**config.mk**
```make
export PLATFORM = sky130hd
export DESIGN_NAME = pipe_tx_skp_inserter
export DESIGN_NICKNAME = d
export VERILOG_FILES = /design/src/rtl/pipe_tx_skp_inserter.sv
export SDC_FILE = /design/constraint.sdc
export NUM_CORES = 1
export LEC_CHECK = 0
export ABC_AREA = 1
export BUFFER_PORTS_ARGS = -buffer_cell sky130_fd_sc_hd__buf_2
export CAP_MARGIN = 20
export CORE_UTILIZATION = 33
export DETAILED_ROUTE_END_ITERATION = 10
export PLACE_DENSITY = 0.6
export SYNTH_ARGS = -nofsm -noshare
export SYNTH_HDL_FRONTEND = slang
export SYNTH_SLANG_ARGS = --single-unit
export TNS_END_PERCENT = 50
```
**constraint.sdc**
```tcl
create_clock -name pclk -period 9.7 [get_ports pclk]
set_input_delay 0.485 -clock pclk [delete_from_list [all_inputs] [get_ports pclk]]
set_output_delay 0.485 -clock pclk [all_outputs]
set_load 0.02 [all_outputs]
```
**src/rtl/pipe_tx_skp_inserter.sv**
```systemverilog
// Per-lane PIPE TX stage: lane FIFO plus periodic SKP ordered-set insertion between packets.
// Optional SKP_INSERT_STATS_EN adds a wrapping 16-bit skp_count output.
module pipe_tx_skp_inserter #(
    parameter int unsigned SKP_INTERVAL = 295,
    parameter int unsigned CNT_W        = 12,
    parameter int unsigned FIFO_DEPTH   = 8
) (
    input  logic        pclk,
    input  logic        reset,
    input  logic        skp_en,
    input  logic [31:0] in_data,
    input  logic [3:0]  in_datak,
    input  logic        in_sop,
    input  logic        in_eop,
    input  logic        in_valid,
    output logic        in_ready,
    output logic [31:0] TxData,
    output logic [3:0]  TxDataK,
    output logic        TxDataValid,
    output logic        skp_sent,
    output logic        missed_skp
`ifdef SKP_INSERT_STATS_EN
    ,
    output logic [15:0] skp_count
`endif
);

    localparam int unsigned PtrW = $clog2(FIFO_DEPTH);
    localparam logic [31:0] SkpWord = 32'h1C1C1CBC;
    localparam logic [CNT_W-1:0] CntMax = CNT_W'(SKP_INTERVAL - 1);
    localparam logic [PtrW:0] FifoFullCount = (PtrW + 1)'(FIFO_DEPTH);

    typedef struct packed {
        logic [31:0] data;
        logic [3:0]  datak;
        logic        sop;
        logic        eop;
    } laneWordT;

    // StSkp marks the cycle a SKP word is on TxData.
    typedef enum logic [0:0] {
        StPass,
        StSkp
    } stateT;

    stateT stateQ, stateD;

    laneWordT fifoMem [FIFO_DEPTH];
    laneWordT headWord;
    logic [PtrW-1:0] wrPtrQ, rdPtrQ;
    logic [PtrW:0]   fifoCountQ;
    logic            fifoFull, fifoEmpty, push, pop;

    logic [CNT_W-1:0] intervalCntQ;
    logic             pendingQ, missedQ, inPktQ, inPktD, expire, skpNow;

    logic [31:0] txDataQ, txDataD;
    logic [3:0]  txDataKQ, txDataKD;
    logic        txValidQ, txValidD;

    assign fifoFull  = (fifoCountQ == FifoFullCount);
    assign fifoEmpty = (fifoCountQ == '0);
    assign in_ready  = ~fifoFull;
    assign push      = in_valid & ~fifoFull;
    assign headWord  = fifoMem[rdPtrQ];
    assign expire    = skp_en & (intervalCntQ == CntMax);

    // A SKP never goes out inside a packet; skp_en low suppresses a pending one.
    assign skpNow = pendingQ & skp_en & ~inPktQ;

    always_comb begin
        stateD   = StPass;
        pop      = 1'b0;
        inPktD   = inPktQ;
        txDataD  = '0;
        txDataKD = '0;
        txValidD = 1'b0;
        if (skpNow) begin
            stateD   = StSkp;
            txDataD  = SkpWord;
            txDataKD = 4'hF;
            txValidD = 1'b1;
        end else if (!fifoEmpty) begin
            pop      = 1'b1;
            txDataD  = headWord.data;
            txDataKD = headWord.datak;
            txValidD = 1'b1;
            if (headWord.eop) begin
                inPktD = 1'b0;
            end else if (headWord.sop) begin
                inPktD = 1'b1;
            end
        end else if (skp_en) begin
            txValidD = 1'b1;
        end
    end

    always_ff @(posedge pclk) begin
        if (push) begin
            fifoMem[wrPtrQ] <= '{data: in_data, datak: in_datak, sop: in_sop, eop: in_eop};
        end
    end

    always_ff @(posedge pclk or posedge reset) begin
        if (reset) begin
            wrPtrQ     <= '0;
            rdPtrQ     <= '0;
            fifoCountQ <= '0;
        end else begin
            if (push) begin
                wrPtrQ <= wrPtrQ + 1'b1;
            end
            if (pop) begin
                rdPtrQ <= rdPtrQ + 1'b1;
            end
            unique case ({push, pop})
                2'b10:   fifoCountQ <= fifoCountQ + 1'b1;
                2'b01:   fifoCountQ <= fifoCountQ - 1'b1;
                default: fifoCountQ <= fifoCountQ;
            endcase
        end
    end

    always_ff @(posedge pclk or posedge reset) begin
        if (reset) begin
            intervalCntQ <= '0;
            pendingQ     <= 1'b0;
            missedQ      <= 1'b0;
        end else if (!skp_en) begin
            intervalCntQ <= '0;
            pendingQ     <= 1'b0;
        end else if (expire) begin
            intervalCntQ <= '0;
            pendingQ     <= 1'b1;
            // A SKP leaving on this very edge consumes the old request.
            if (pendingQ && !skpNow) begin
                missedQ <= 1'b1;
            end
        end else begin
            intervalCntQ <= intervalCntQ + 1'b1;
            if (skpNow) begin
                pendingQ <= 1'b0;
            end
        end
    end

    always_ff @(posedge pclk or posedge reset) begin
        if (reset) begin
            stateQ   <= StPass;
            inPktQ   <= 1'b0;
            txDataQ  <= '0;
            txDataKQ <= '0;
            txValidQ <= 1'b0;
        end else begin
            stateQ   <= stateD;
            inPktQ   <= inPktD;
            txDataQ  <= txDataD;
            txDataKQ <= txDataKD;
            txValidQ <= txValidD;
        end
    end

    assign TxData      = txDataQ;
    assign TxDataK     = txDataKQ;
    assign TxDataValid = txValidQ;
    assign skp_sent    = (stateQ == StSkp);
    assign missed_skp  = missedQ;

`ifdef SKP_INSERT_STATS_EN
    logic [15:0] skpCountQ;

    always_ff @(posedge pclk or posedge reset) begin
        if (reset) begin
            skpCountQ <= '0;
        end else if (skpNow) begin
            skpCountQ <= skpCountQ + 16'd1;
        end
    end

    assign skp_count = skpCountQ;
`endif

endmodule
```
==> impl_metrics.csv <==
group,metric,value,unit
grt,grt_pass1_wl,48.43,mm
power_and_ir_drop,peakVddDrop,0.1718,mV
clock_network,cts_tree,"done",
grt,grt_pass1_vias,8386,
clock_network,cts.path.max_buffers,3,
synthesis,synthDistinctLibCells,32,
synthesis,synth-xor-area-share,0.6102,%
synthesis,syn-num-nets,1182,
job,drv_cap,0,
cells_and_area,areaGrowthSynthToFinish,14.78,%
floorplanning,io_pins,82,
synthesis,yosys.area.top_type_share,63.60,%
routing,dr.pass1.iters,5,
clock_network,clkTransAtPathRegs,60,ps
synthesis,ys.warnings.count,0,
routing,vias,8598,
cells_and_area,drive_gt1_share,13.79,%
setup_path,cp_max_fo,25,
synthesis,synth_compound_area_share,8.604,%
grt,grt_antenna_before_repair,5,
timing,timing_hold_violations_final,0,
setup_path,cp.arrival,3470,ps
setup_path,worstSetupPathType,"reg2reg",
cells_and_area,nNetsFinal,1254,
synthesis,netlist_instances,1133,
routing,ant_nets,0,
timing,grt_setup_unrepaired,"false",
synthesis,synth_top_family_by_area,"simple AND/OR/NAND/NOR gates",
timing,min_period,3030,ps
routing,viasPerCell,4.727,
synthesis,netlist_top_cells_count,"edfxtp_1, nor2_1, o21ai_0",
synthesis,synth_fa_ha_area_share,0.6102,%
run_status,status,"finished clean",
synthesis,yosys.area.top_type,"edfxtp_1",
synthesis,syn_area,0.01435,mm^2
synthesis,synthArstFlopShare,17.17,%
synthesis,synth_area_leaders,"edfxtp_1, dfrtp_1, nor2_1",
place,place_hpwl,15.76,mm
clock_network,cts_hold_buffers,0,
clock_network,clk_latency,530,ps
timing,setup_tns,0,ps
synthesis,yosys.area_share.simple,11.54,%
grt,gr-usage-all-layers,14.36,%
floorplanning,die_y,210.6,um
grt,grt_overflow_total,0,
synthesis,ys_seq_area_share,74.59,%
place,finalWeightedCongestion,0.7157,
routing,drc,0,
floorplanning,initial_core_util,33.39,%
timing,clock.fmax,330.0,MHz
timing,finalSetupViolations,0,
synthesis,synth_ff_type,"edfxtp_1",
synthesis,synth.most_common_cell,"edfxtp_1",
power_and_ir_drop,power_density,305.1,mW/mm^2
timing,max-slew-margin-rel,28.27,%
grt,grt_max_degree,100,
place,io_buffers,81,
power_and_ir_drop,p_leak,5.952,nW
floorplanning,rows,76,
timing,fin_crit_sh,31.24,%
floorplanning,dieWidth,210.6,um
setup_path,required,10140,ps
clock_network,cts_made_buffers,38,
synthesis,ys_ff_latch,367,
routing,drt-total-wl,31.38,mm
clock_network,cts_resized,0,
setup_path,startpoint_type,"flip-flop",
clock_network,htree_levels,2,
timing,slew_viol_final,0,
timing,postLayoutSetupSlackWorst,6670,ps
synthesis,syn_area_per_cell,12.67,um^2
timing,fin_worst_skew,20.22,ps
clock_network,cts.sinks,367,
setup_path,critPathCaptureType,"flip-flop",
synthesis,synth_edf_count,304,
clock_network,cts_setup_buffers,0,
place,dp_slack,6446,ps
floorplanning,fp.dieArea,0.04433,mm^2
routing,drt-initial-drc-count,714,
synthesis,synth.area.mux_share,0,%
timing,tightest_slew,1076,ps
routing,wire_per_inst,17.25,um
clock_network,root_buffer,"clkbuf_16",
floorplanning,core,0.04298,mm^2
power_and_ir_drop,power,5.026,mW
hold_path,worstHoldPathType,"in2reg",
## cells in the final DEF (no fill, tap or decap), drive strengths merged, types with 8 or more instances in the layout
cell type,synthesis,final
a21oi,23,23
and3,10,10
buf,44,94
clkbuf,18,57
clkinv,0,8
dfrtp,63,63
edfxtp,304,304
inv,56,58
nand2,73,73
nand3,65,65
nor2,242,242
o211ai,28,28
o21ai,166,166
o22ai,8,8
xor2,8,8
## worst max-delay path, stage by stage, from the launching register on
cell and delay, ps:
dfrtp_1 400, inv_2 80, nand4_4 320, nand2_2 100, inv_1 790, ha_1 390, xor2_1 210, ha_1 180
a21oi_1 50, or2_2 290, a31oi_1 120
## stage by stage
step	instances	hold WS (ps)	area (um^2)	utilization, %
finish	1819	215.9	16470	38.33
global route	1819	210.2	16470	38.33
CTS	1818	197.2	16470	38.32
detailed placement	1750	448.9	15290	35.57
global placement	1750	446.9	15290	35.57
floorplan	1133	432.2	14350	-
## flip-flops by register name, indices dropped and copies added, names as in the netlist
signal	flops
TxData	32
TxDataK	4
TxDataValid	1
fifoCountQ	4
fifoMem	304
inPktQ	1
intervalCntQ	12
missed_skp	1
pendingQ	1
rdPtrQ	3
skp_sent	1
wrPtrQ	3
## routing by layer
metal / track usage [%] / wire (um) / part of all wire, %
met2: 23.64 / 14910 / 48
met5: 0 / 56 / 0.18
met4: 4.373 / 565 / 1.8
met3: 3.322 / 1788 / 5.7
met1: 18.84 / 14060 / 45
## kinds of logic (layout without fill, tap and decap cells)
family,count (synthesis),after routing
other cells,0,1
xor+xnor,10,10
simple gates,402,402
fa+ha+maj,7,7
compound gates,229,229
flops,367,367
buf+inv,118,218
## final timing paths
| kind | slack [ps] | cells after the start | startpoint | to |
|---|---|---|---|---|
| max in group asynchronous | 8760 | 3 | reset | rdPtrQ[1]$_DFFE_PP0P_ |
| min in group asynchronous | 250 | 3 | reset | intervalCntQ[8]$_DFF_PP0_ |
| worst min register to register | 460 | 1 | intervalCntQ[0]$_DFF_PP0_ | intervalCntQ[0]$_DFF_PP0_ |
| worst min-delay path | 220 | 1 | in_data[20] | fifoMem[6][26]$_DFFE_PP_ |
| worst max-delay path | 6670 | 10 | fifoCountQ[0]$_DFFE_PP0P_ | fifoCountQ[2]$_DFFE_PP0P_ |
| worst max register to register | 6670 | 10 | fifoCountQ[0]$_DFFE_PP0P_ | fifoCountQ[2]$_DFFE_PP0P_ |
## cell type report
class / instances / area, um^2
tap: 585 / 732.0
clock buffer: 57 / 1094
fill: 4092 / 26510
antenna: 1 / 2.502
clock inverter: 11 / 87.58
multi-input combinational: 648 / 3127
sequential: 367 / 10710
timing repair buffer: 94 / 503.0
inverter: 56 / 214.0
## power breakdown
part | internal [mW] | leakage (nW) | total, mW | switching [mW]
Clock | 0.808 | 0.580 | 1.38 | 0.575
Combinational | 0.446 | 1.85 | 1.43 | 0.988
Sequential | 2.01 | 3.52 | 2.21 | 0.197
Note: power is estimated with default switching activity, not from simulation.
